==> src/rtl/rx_ltssm.sv <==
// rx_ltssm: receive-side LTSSM companion.
// Watches ordered sets from the RX OS decoder, counts consecutive ones
// that satisfy the exit condition of the commanded training state, and
// reports a one-cycle finish pulse plus the exit state to the main LTSSM.
// A per-state timer forces an exit to DetectQuiet when training stalls.
// Upstream ports also capture the link number proposed downstream.
//
// state              | meaning
// -------------------+----------------------------------------------
// DetectQuiet   (0)  | passive, no counting
// DetectActive  (1)  | passive, no counting
// PollingActive (2)  | 8 TS1/TS2 with PAD link+lane -> PollingCfg
// PollingCfg    (3)  | 8 TS2 -> CfgLinkWidthStart
// CfgLwStart    (4)  | 2 TS1 with non-PAD link -> CfgLwAccept
// CfgLwAccept   (5)  | 2 TS1, stored link, non-PAD lane -> CfgLnWait
// CfgLnWait     (6)  | 2 TS1, stored link -> CfgLnActive
// CfgLnActive   (7)  | 2 TS2, stored link -> CfgComplete
// CfgComplete   (8)  | 8 TS2, stored link -> CfgIdle
// CfgIdle       (9)  | 8 IDLE -> L0
// L0            (A)  | passive, no counting
// Idle          (F)  | passive, no counting (reset state)

module rx_ltssm #(
  parameter int unsigned DEVICETYPE     = 0,
  parameter int unsigned LANESNUMBER    = 16,
  parameter logic [7:0]  PAD            = 8'hF7,
  parameter logic [23:0] TIMEOUT_CYCLES = 24'd6000000
) (
  input  logic       Pclk,
  input  logic       Reset,
  input  logic [3:0] SetRXState,
  output logic       RXFinishFlag,
  output logic [3:0] RXExitTo,
  input  logic       OSValid,
  input  logic [2:0] OSType,
  input  logic [7:0] RxLinkNum,
  input  logic [7:0] RxLaneNum,
  input  logic [7:0] ReadLinkNum,
  output logic [7:0] WriteLinkNum,
  output logic       WriteLinkNumFlag
);

  typedef enum logic [3:0] {
    ST_DETECT_QUIET  = 4'h0,
    ST_DETECT_ACTIVE = 4'h1,
    ST_POLL_ACTIVE   = 4'h2,
    ST_POLL_CFG      = 4'h3,
    ST_CFG_LW_START  = 4'h4,
    ST_CFG_LW_ACCEPT = 4'h5,
    ST_CFG_LN_WAIT   = 4'h6,
    ST_CFG_LN_ACTIVE = 4'h7,
    ST_CFG_COMPLETE  = 4'h8,
    ST_CFG_IDLE      = 4'h9,
    ST_L0            = 4'hA,
    ST_IDLE          = 4'hF
  } state_e;

  localparam logic [2:0] OS_TS1  = 3'b000;
  localparam logic [2:0] OS_TS2  = 3'b001;
  localparam logic [2:0] OS_IDLE = 3'b100;

  // Only lane 0 is observed; a zero-lane build has nothing to train.
  localparam logic LANES_OK     = (LANESNUMBER != 0);
  localparam logic CAPTURE_LINK = (DEVICETYPE == 1);

  localparam logic [23:0] TIMEOUT_LAST = TIMEOUT_CYCLES - 24'd1;

  state_e      state_q, state_d;
  logic [3:0]  match_cnt_q, match_cnt_d;
  logic [23:0] timer_q, timer_d;
  logic        done_q, done_d;
  logic        finish_q, finish_d;
  logic [3:0]  exit_q, exit_d;
  logic [7:0]  wlink_q, wlink_d;
  logic        wflag_q, wflag_d;

  logic        transition;
  logic        training;
  logic        os_match;
  logic [3:0]  req_n;
  state_e      exit_st;
  logic        capture_here;
  logic [3:0]  cnt_inc;
  logic        match_hit;
  logic        timeout_hit;

  logic is_ts1, is_ts2, is_idle;
  logic link_pad, lane_pad, link_stored;

  assign is_ts1      = (OSType == OS_TS1);
  assign is_ts2      = (OSType == OS_TS2);
  assign is_idle     = (OSType == OS_IDLE);
  assign link_pad    = (RxLinkNum == PAD);
  assign lane_pad    = (RxLaneNum == PAD);
  assign link_stored = (RxLinkNum == ReadLinkNum);

  assign transition  = (SetRXState != state_q);
  assign cnt_inc     = (match_cnt_q == 4'hF) ? 4'hF : match_cnt_q + 4'd1;
  assign match_hit   = OSValid && os_match && (cnt_inc == req_n);
  assign timeout_hit = (timer_q == TIMEOUT_LAST);

  // Per-state exit condition: which OS qualifies, how many, and where to go.
  always_comb begin
    training     = 1'b0;
    os_match     = 1'b0;
    req_n        = 4'd0;
    exit_st      = ST_DETECT_QUIET;
    capture_here = 1'b0;
    case (state_q)
      ST_POLL_ACTIVE: begin
        training = 1'b1;
        os_match = (is_ts1 || is_ts2) && link_pad && lane_pad;
        req_n    = 4'd8;
        exit_st  = ST_POLL_CFG;
      end
      ST_POLL_CFG: begin
        training = 1'b1;
        os_match = is_ts2;
        req_n    = 4'd8;
        exit_st  = ST_CFG_LW_START;
      end
      ST_CFG_LW_START: begin
        training     = 1'b1;
        os_match     = is_ts1 && !link_pad;
        req_n        = 4'd2;
        exit_st      = ST_CFG_LW_ACCEPT;
        capture_here = CAPTURE_LINK;
      end
      ST_CFG_LW_ACCEPT: begin
        training = 1'b1;
        os_match = is_ts1 && link_stored && !lane_pad;
        req_n    = 4'd2;
        exit_st  = ST_CFG_LN_WAIT;
      end
      ST_CFG_LN_WAIT: begin
        training = 1'b1;
        os_match = is_ts1 && link_stored;
        req_n    = 4'd2;
        exit_st  = ST_CFG_LN_ACTIVE;
      end
      ST_CFG_LN_ACTIVE: begin
        training = 1'b1;
        os_match = is_ts2 && link_stored;
        req_n    = 4'd2;
        exit_st  = ST_CFG_COMPLETE;
      end
      ST_CFG_COMPLETE: begin
        training = 1'b1;
        os_match = is_ts2 && link_stored;
        req_n    = 4'd8;
        exit_st  = ST_CFG_IDLE;
      end
      ST_CFG_IDLE: begin
        training = 1'b1;
        os_match = is_idle;
        req_n    = 4'd8;
        exit_st  = ST_L0;
      end
      default: begin
        training = 1'b0;
      end
    endcase
  end

  // Next-state: follow the commanded state, count matches and time, raise pulses.
  always_comb begin
    state_d     = state_e'(SetRXState);
    match_cnt_d = match_cnt_q;
    timer_d     = timer_q;
    done_d      = done_q;
    finish_d    = 1'b0;
    exit_d      = exit_q;
    wlink_d     = wlink_q;
    wflag_d     = 1'b0;

    if (transition) begin
      // A new state starts from scratch; an OS arriving now belongs to neither state.
      match_cnt_d = 4'd0;
      timer_d     = 24'd0;
      done_d      = 1'b0;
    end else if (training && LANES_OK && !done_q) begin
      timer_d = timer_q + 24'd1;
      if (OSValid) begin
        match_cnt_d = os_match ? cnt_inc : 4'd0;
      end
      // A match completing on the timeout cycle takes precedence.
      if (match_hit) begin
        finish_d = 1'b1;
        exit_d   = exit_st;
        done_d   = 1'b1;
        if (capture_here) begin
          wlink_d = RxLinkNum;
          wflag_d = 1'b1;
        end
      end else if (timeout_hit) begin
        finish_d = 1'b1;
        exit_d   = ST_DETECT_QUIET;
        done_d   = 1'b1;
      end
    end
  end

  // State and output registers with synchronous active-low reset.
  always_ff @(posedge Pclk) begin
    if (!Reset) begin
      state_q     <= ST_IDLE;
      match_cnt_q <= 4'd0;
      timer_q     <= 24'd0;
      done_q      <= 1'b0;
      finish_q    <= 1'b0;
      exit_q      <= 4'd0;
      wlink_q     <= 8'd0;
      wflag_q     <= 1'b0;
    end else begin
      state_q     <= state_d;
      match_cnt_q <= match_cnt_d;
      timer_q     <= timer_d;
      done_q      <= done_d;
      finish_q    <= finish_d;
      exit_q      <= exit_d;
      wlink_q     <= wlink_d;
      wflag_q     <= wflag_d;
    end
  end

  assign RXFinishFlag     = finish_q;
  assign RXExitTo         = exit_q;
  assign WriteLinkNum     = wlink_q;
  assign WriteLinkNumFlag = wflag_q;

endmodule

==> config.mk <==
export PLATFORM = sky130hd
export DESIGN_NAME = rx_ltssm
export DESIGN_NICKNAME = d
export VERILOG_FILES = /design/src/rtl/rx_ltssm.sv
export SDC_FILE = /design/constraint.sdc
export NUM_CORES = 1
export LEC_CHECK = 0
export CORE_MARGIN = 1
export CORE_UTILIZATION = 30
export CTS_BUF_LIST = sky130_fd_sc_hd__clkbuf_8
export DETAILED_ROUTE_END_ITERATION = 10
export PLACE_DENSITY = 0.56
export SLEW_MARGIN = 20
export SYNTH_ARGS = -nofsm -noshare
export SYNTH_HDL_FRONTEND = slang
export SYNTH_SLANG_ARGS = --single-unit
==> constraint.sdc <==
create_clock -name Pclk -period 3.5 [get_ports Pclk]
set_clock_uncertainty 0.05 [all_clocks]
set_input_delay 0.35 -clock Pclk [delete_from_list [all_inputs] [get_ports Pclk]]
set_output_delay 0.35 -clock Pclk [all_outputs]
set_load 0.01 [all_outputs]
== Word-level counts from Yosys, hierarchy flattened ==
Index checks and enable logic that the tools add are counted.

* $add $sub $neg: 2
* Equal/unequal tests: 17
* Mux-type cells: 12
* Bitwise gates (word level): 3
* Reductions and logical operators: 24

{| class="wikitable"
|+ Operator list
! kind !! number
|-
| 4-bit one-hot mux with 8 select lines || 1
|-
| 24-bit by 1-bit adder with 24-bit output (second input constant) || 1
|-
| 24-bit by 23-bit equality test with 1-bit output (second input constant) || 1
|-
| 4-bit by 3-bit equality test with 1-bit output (second input constant) || 4
|-
| 8-bit equality test (second input constant) || 2
|-
| 4-bit two-way mux || 4
|-
| 4-bit equality test (second input constant) || 3
|-
| 1-bit logical AND || 9
|-
| 4-bit by 2-bit equality test with 1-bit output (second input constant) || 2
|-
| 8-bit equality test || 1
|-
| 4-bit one-hot mux with 2 select lines || 1
|-
| 4-bit OR reduction || 2
|-
| 8-bit OR reduction || 1
|-
| 1-bit one-hot mux with 7 select lines || 1
|-
| 1-bit two-way mux || 5
|-
| 4-bit by 1-bit adder with 4-bit output (second input constant) || 1
|-
| 4-bit equality test || 1
|-
| 4-bit != test || 1
|-
| 2-bit AND reduction || 2
|-
| 2-bit OR reduction || 2
|-
| 3-bit by 1-bit equality test with 1-bit output (second input constant) || 1
|-
| 3-bit equality test (second input constant) || 1
|-
| 1-bit zero test || 3
|-
| 3-bit zero test || 1
|-
| 5 further kinds || 7
|}

* Register bits: 38
* Input bits: 34
* Logic and storage cells: 64

== Depth between registers and ports, before layout ==
* Depth in word-level cells: 9
* Depth in mapped cells: 7

== Worst setup path before layout ==
Ideal clock, no wire load.

* Kind: flip-flop to flip-flop
* Start: reg state_q[0]
* End: reg exit_q[0] (netlist: RXExitTo[0])
* Library setup time: 72 ps
* Arrival: 2,023 ps
* Required time: 3,378 ps
* Path slack: 1,355 ps
* Cell stages (with the launch flop): 8
* Clock period less this slack: 2,145 ps
* Cell sequence: dfxtp_1 buf_6 or4_1 or4_1 o211ai_2 a21oi_2 nor4b_2 mux2i_1

* Word-level cells in the longest chain between the ends: 7
* Elaborated cells on any way between the ends: 25

{| class="wikitable"
|+ Ends and longest elaborated chain
! item !! RTL line !! RTL
|-
| start: declaration || 68 || <nowiki>state_e state_q, state_d;</nowiki>
|-
| start signal: assignment || 215 || <nowiki>state_q <= state_d;</nowiki>
|-
| 4-bit equality test, or another cell as far along || 109 || <nowiki>case (state_q)</nowiki>
|-
| 4-bit OR reduction (no line) / 2-bit OR reduction (equally long branches) || - ||
|-
| 4-bit one-hot mux with 2 select lines / 1-bit one-hot mux with 7 select lines (equally long branches) || 109 ||
|-
| 4-bit equality test / 1-bit logical AND (equally long branches) || 99 || <nowiki>assign match_hit = OSValid && os_match && (cnt_inc == req_n);</nowiki>
|-
| 1-bit logical AND || 99 ||
|-
| 2-bit nonzero test (no line) || - ||
|-
| 3-bit AND reduction (no line) || - ||
|-
| end signal: assignment || 220 || <nowiki>exit_q <= exit_d;</nowiki>
|-
| end: declaration || 73 || <nowiki>logic [3:0] exit_q, exit_d;</nowiki>
|}

Several ways; a longest one is shown, not always the timed one.
A chain may end at the register's enable or synchronous reset.

== Worst setup path after layout ==
* Start: reg state_q[3]
* End: reg timer_q[21]

* Word-level cells in the longest chain between the ends: 4
* Elaborated cells on any way between the ends: 13

{| class="wikitable"
|+ Ends and longest elaborated chain
! item !! RTL line !! RTL
|-
| 4-bit equality test, or another cell as far along || 109 ||
|-
| 8-bit OR reduction (no line) || - ||
|-
| 1-bit two-way mux || 109 ||
|-
| 1-bit logical AND || 181 || <nowiki>end else if (training && LANES_OK && !done_q) begin</nowiki>
|-
| end signal: assignment || 217 || <nowiki>timer_q <= timer_d;</nowiki>
|-
| end: declaration || 70 || <nowiki>logic [23:0] timer_q, timer_d;</nowiki>
|}

Several ways; a longest one is shown, not always the timed one.

==> impl_metrics.yaml <==
run_status:
  outcome: "finished clean"
timing:
  hold_viol: 0
  period_share_pct: 73.76
  final_max_slew_viol_count: 0
  fin_crit_ns: 2.582
  rsz0062_at_grt: "false"
  slew_headroom_pct: 55.37
  clock.fmax_ghz: 0.3873
  fin_setup_tns_ns: 0
  setup_viol: 0
  worstMarginPinSlew_ns: 0.6655
placed_design:
  place.gp.congestion: 0.7544
  dpl_cell_area_um2: 2679
  hpwl_mm: 3.637
  numPortBuffers: 38
floorplan:
  die_h_um: 88.33
  start_util_pct: 30.99
  die_w_um: 88.33
  num_rows: 31
  core-area_um2: 7214
  pin_count: 48
  die_area_um2: 7802
setup_path:
  reg2reg_from: "state_q[3]$_SDFF_PN1_"
  setup.worst_path.end: "timer_q[21]$_SDFFE_PP0P_"
  crit_family: "simple AND/OR/NAND/NOR gates"
  cp-startpoint: "state_q[3]$_SDFF_PN1_"
  reg2reg_depth: 6
  cp_max_fo: 12
  path_depth: 6
  cpPeakStageDelay_ns: 0.64
  worst_setup_path_end_kind: "register"
  r2r-end: "timer_q[21]$_SDFFE_PP0P_"
  crit_buf_inv: 0
  cp.arrival_ns: 2.70
  path_cells: "or3b_1, a211oi_1, and4_1, nand3_1, xor2_1, nor2_1"
  r2r_slack_ns: 0.92
  startpoint_type: "register"
  required_ns: 3.62
  path_class: "register to register"
  critPathSlowestCell: "a211oi_1"
synthesis:
  synth_edf_count: 0
  syn_inst: 263
  avgSynthCellArea_um2: 8.501
  yosys_most_used_dff: "dfxtp_1"
  ys_seq_area_share_pct: 34.02
  synth.cell_area_um2: 2236
  ys_ff_latch: 38
  yosysUniqueCellTypes: 49
  ys_async_sr_fraction_pct: 0
  ys_warn_count: 0
layout:
  drive_above_1_share_pct: 5.629
  nFillCells: 778
  multi_input_area_um2: 1380
  nNetsFinal: 337
  layout_common_cells: "38 x dfxtp_1, 38 x clkdlybuf4s50_1, 30 x nor2_1, 22 x nand2_1, 21 x xor2_1"
  design_area_um2: 2785
  syn2layout_area_growth_pct: 24.57
  regArea_um2: 760.7
  num_antenna_cells: 0
pwr:
  total_power_mw: 0.8951
  irDropWorstVdd_mv: 0.2006
  intPower_mw: 0.6967
  switchingPower_mw: 0.1984
  leakagePower_nw: 0.9180
  pwr-share-seq_pct: 49.4
  power.share.clock_pct: 40.1
  switching_share_pct: 22.17
  power_per_cell_area_nw_per_um2: 321.4
  power_frac_comb_pct: 10.6
detailed_routing:
  antenna_left: 0
  wl_mm: 4.934
  viasPerCell: 4.756
  drt_iter0_markers: 82
  num_vias: 1907
  wl_per_cell_um: 12.30
  firstDrtPassIters: 4
  drc_errors: 0
grt:
  grt_pass1_wl_mm: 8.148
  grt_pass1_vias: 1770
  antenna_found_initial: 0
  grt_use_total_pct: 13.37
  overflow: 0
  grt_max_degree: 30
clock_tree:
  tritoncts: "done"
  numCtsBuffers: 5
  clockRootBuffer: "clkbuf_8"
  clk_path_buf_depth: 2
  cts_setup_buffers: 0
  cts_resized: 0
  clock_sinks: 38
  clock_latency_ns: 0.29
  hold_buffers: 0
  h-tree-depth: 2
  clk_pin_slew_ns: 0.07
hold_path:
  hold_class: "register to register"
run:
  cap_viol_max_count: 0
-- cells by family (layout without fill, tap and decap cells) --
kind of cell | after synthesis | in the layout | synth area share (%)
muxes | 6 | 6 | 2.686
and+or+nand+nor | 130 | 130 | 32.40
xor gates and xnor gates | 41 | 41 | 16.06
adders and majority gates | 2 | 2 | 1.119
AOI/OAI and AO/OA | 23 | 23 | 7.947
DFF | 38 | 38 | 34.02
buffers and inverters | 22 | 53 | 5.596
other | 1 | 9 | 0.1677
-- how the worst min path moves through the flow --
stage	from	to	slack (ns)	cells past startpoint
after floorplan	Reset	state_q[0]$_SDFF_PN1_	0.37	1
after global placement	RXExitTo[1]$_SDFFE_PN0P_	RXExitTo[1]$_SDFFE_PN0P_	0.40	2
after detailed placement	RXExitTo[3]$_SDFFE_PN0P_	RXExitTo[3]$_SDFFE_PN0P_	0.41	2
after CTS	RXExitTo[2]$_SDFFE_PN0P_	RXExitTo[2]$_SDFFE_PN0P_	0.42	2
after global routing	match_cnt_q[1]$_SDFFE_PP0P_	match_cnt_q[1]$_SDFFE_PP0P_	0.45	2
final	RXExitTo[2]$_SDFFE_PN0P_	RXExitTo[2]$_SDFFE_PN0P_	0.42	2
-- state kept, by name, indices dropped and copies added (netlist names) --
register      flops
match_cnt_q       4
timer_q          24
done_q            1
state_q           4
RXExitTo          4
RXFinishFlag      1
-- power by group through the flow --
stage	Combinational, mW	Clock, mW	Sequential (mW)
after floorplan	0.0577	0	0.446
after global placement	0.0935	0	0.452
after detailed placement	0.0946	0	0.452
after CTS	0.0954	0.370	0.442
after global routing	0.103	0.389	0.443
final	0.0945	0.359	0.442
-- layout make-up --
type	instances	area share [%]
clock buffer	5	2.471
clock inverter	3	1.348
tap	99	4.447
inverter	5	0.6739
timing repair buffer	40	14.20
sequential	38	27.31
multi-input combinational	211	49.55
-- synthesized netlist by cell type, types with 2 or more instances --
cell	instances	area share, %
or4_1	4	1.3
nor3_1	3	0.67
nand3b_1	2	0.67
inv_1	5	0.84
clkbuf_1	4	0.67
xnor2_1	20	7.8
a31oi_1	2	0.56
xor2_1	21	8.2
nor4_1	4	1.1
nand2b_1	7	2.0
nor2_1	30	5.0
nand2_1	22	3.7
dfxtp_1	38	34
and3_1	5	1.4
and4_1	2	0.78
buf_4	9	3.0
buf_1	2	0.34
o21ai_0	5	1.1
nor2b_1	2	0.56
or2_2	2	0.56
a21oi_2	2	0.78
o211ai_1	2	0.67
nand3_1	14	3.1
nand4b_1	2	0.78
or3_1	3	0.84
ha_1	2	1.1
nor3b_1	4	1.3
nand4_1	11	3.1
nor4bb_1	2	0.90
and2_1	5	1.4
a21oi_1	4	0.90
mux2i_1	6	2.7
-- layer usage --
metal	wire length, um	GRT usage (%)
met5	0	0
met4	23	3.519
met1	2358	17.02
met2	2212	22.59
met3	340	3.265
-- worst register-to-register path, delay by kind of cell (launching register included) --
kind | cells | cell delay (ns)
AND/OR/NAND/NOR | 4 | 1.04
AO/OA/AOI/OAI | 1 | 0.64
flip-flops | 1 | 0.58
XOR/XNOR | 1 | 0.15
-- per-stage QoR --
stage / setup WS, ns / util (%) / cells / hold slack (ns)
after floorplan: 1.355 / - / 271 / 0.3730
final: 0.9183 / 38.61 / 401 / 0.4174
after detailed placement: 0.8745 / 37.13 / 393 / 0.4118
after global placement: 0.9010 / 37.13 / 393 / 0.4027
after global routing: 0.7608 / 38.61 / 401 / 0.4500
after CTS: 0.9299 / 38.61 / 401 / 0.4234
Power figures use the tool's default switching activity.
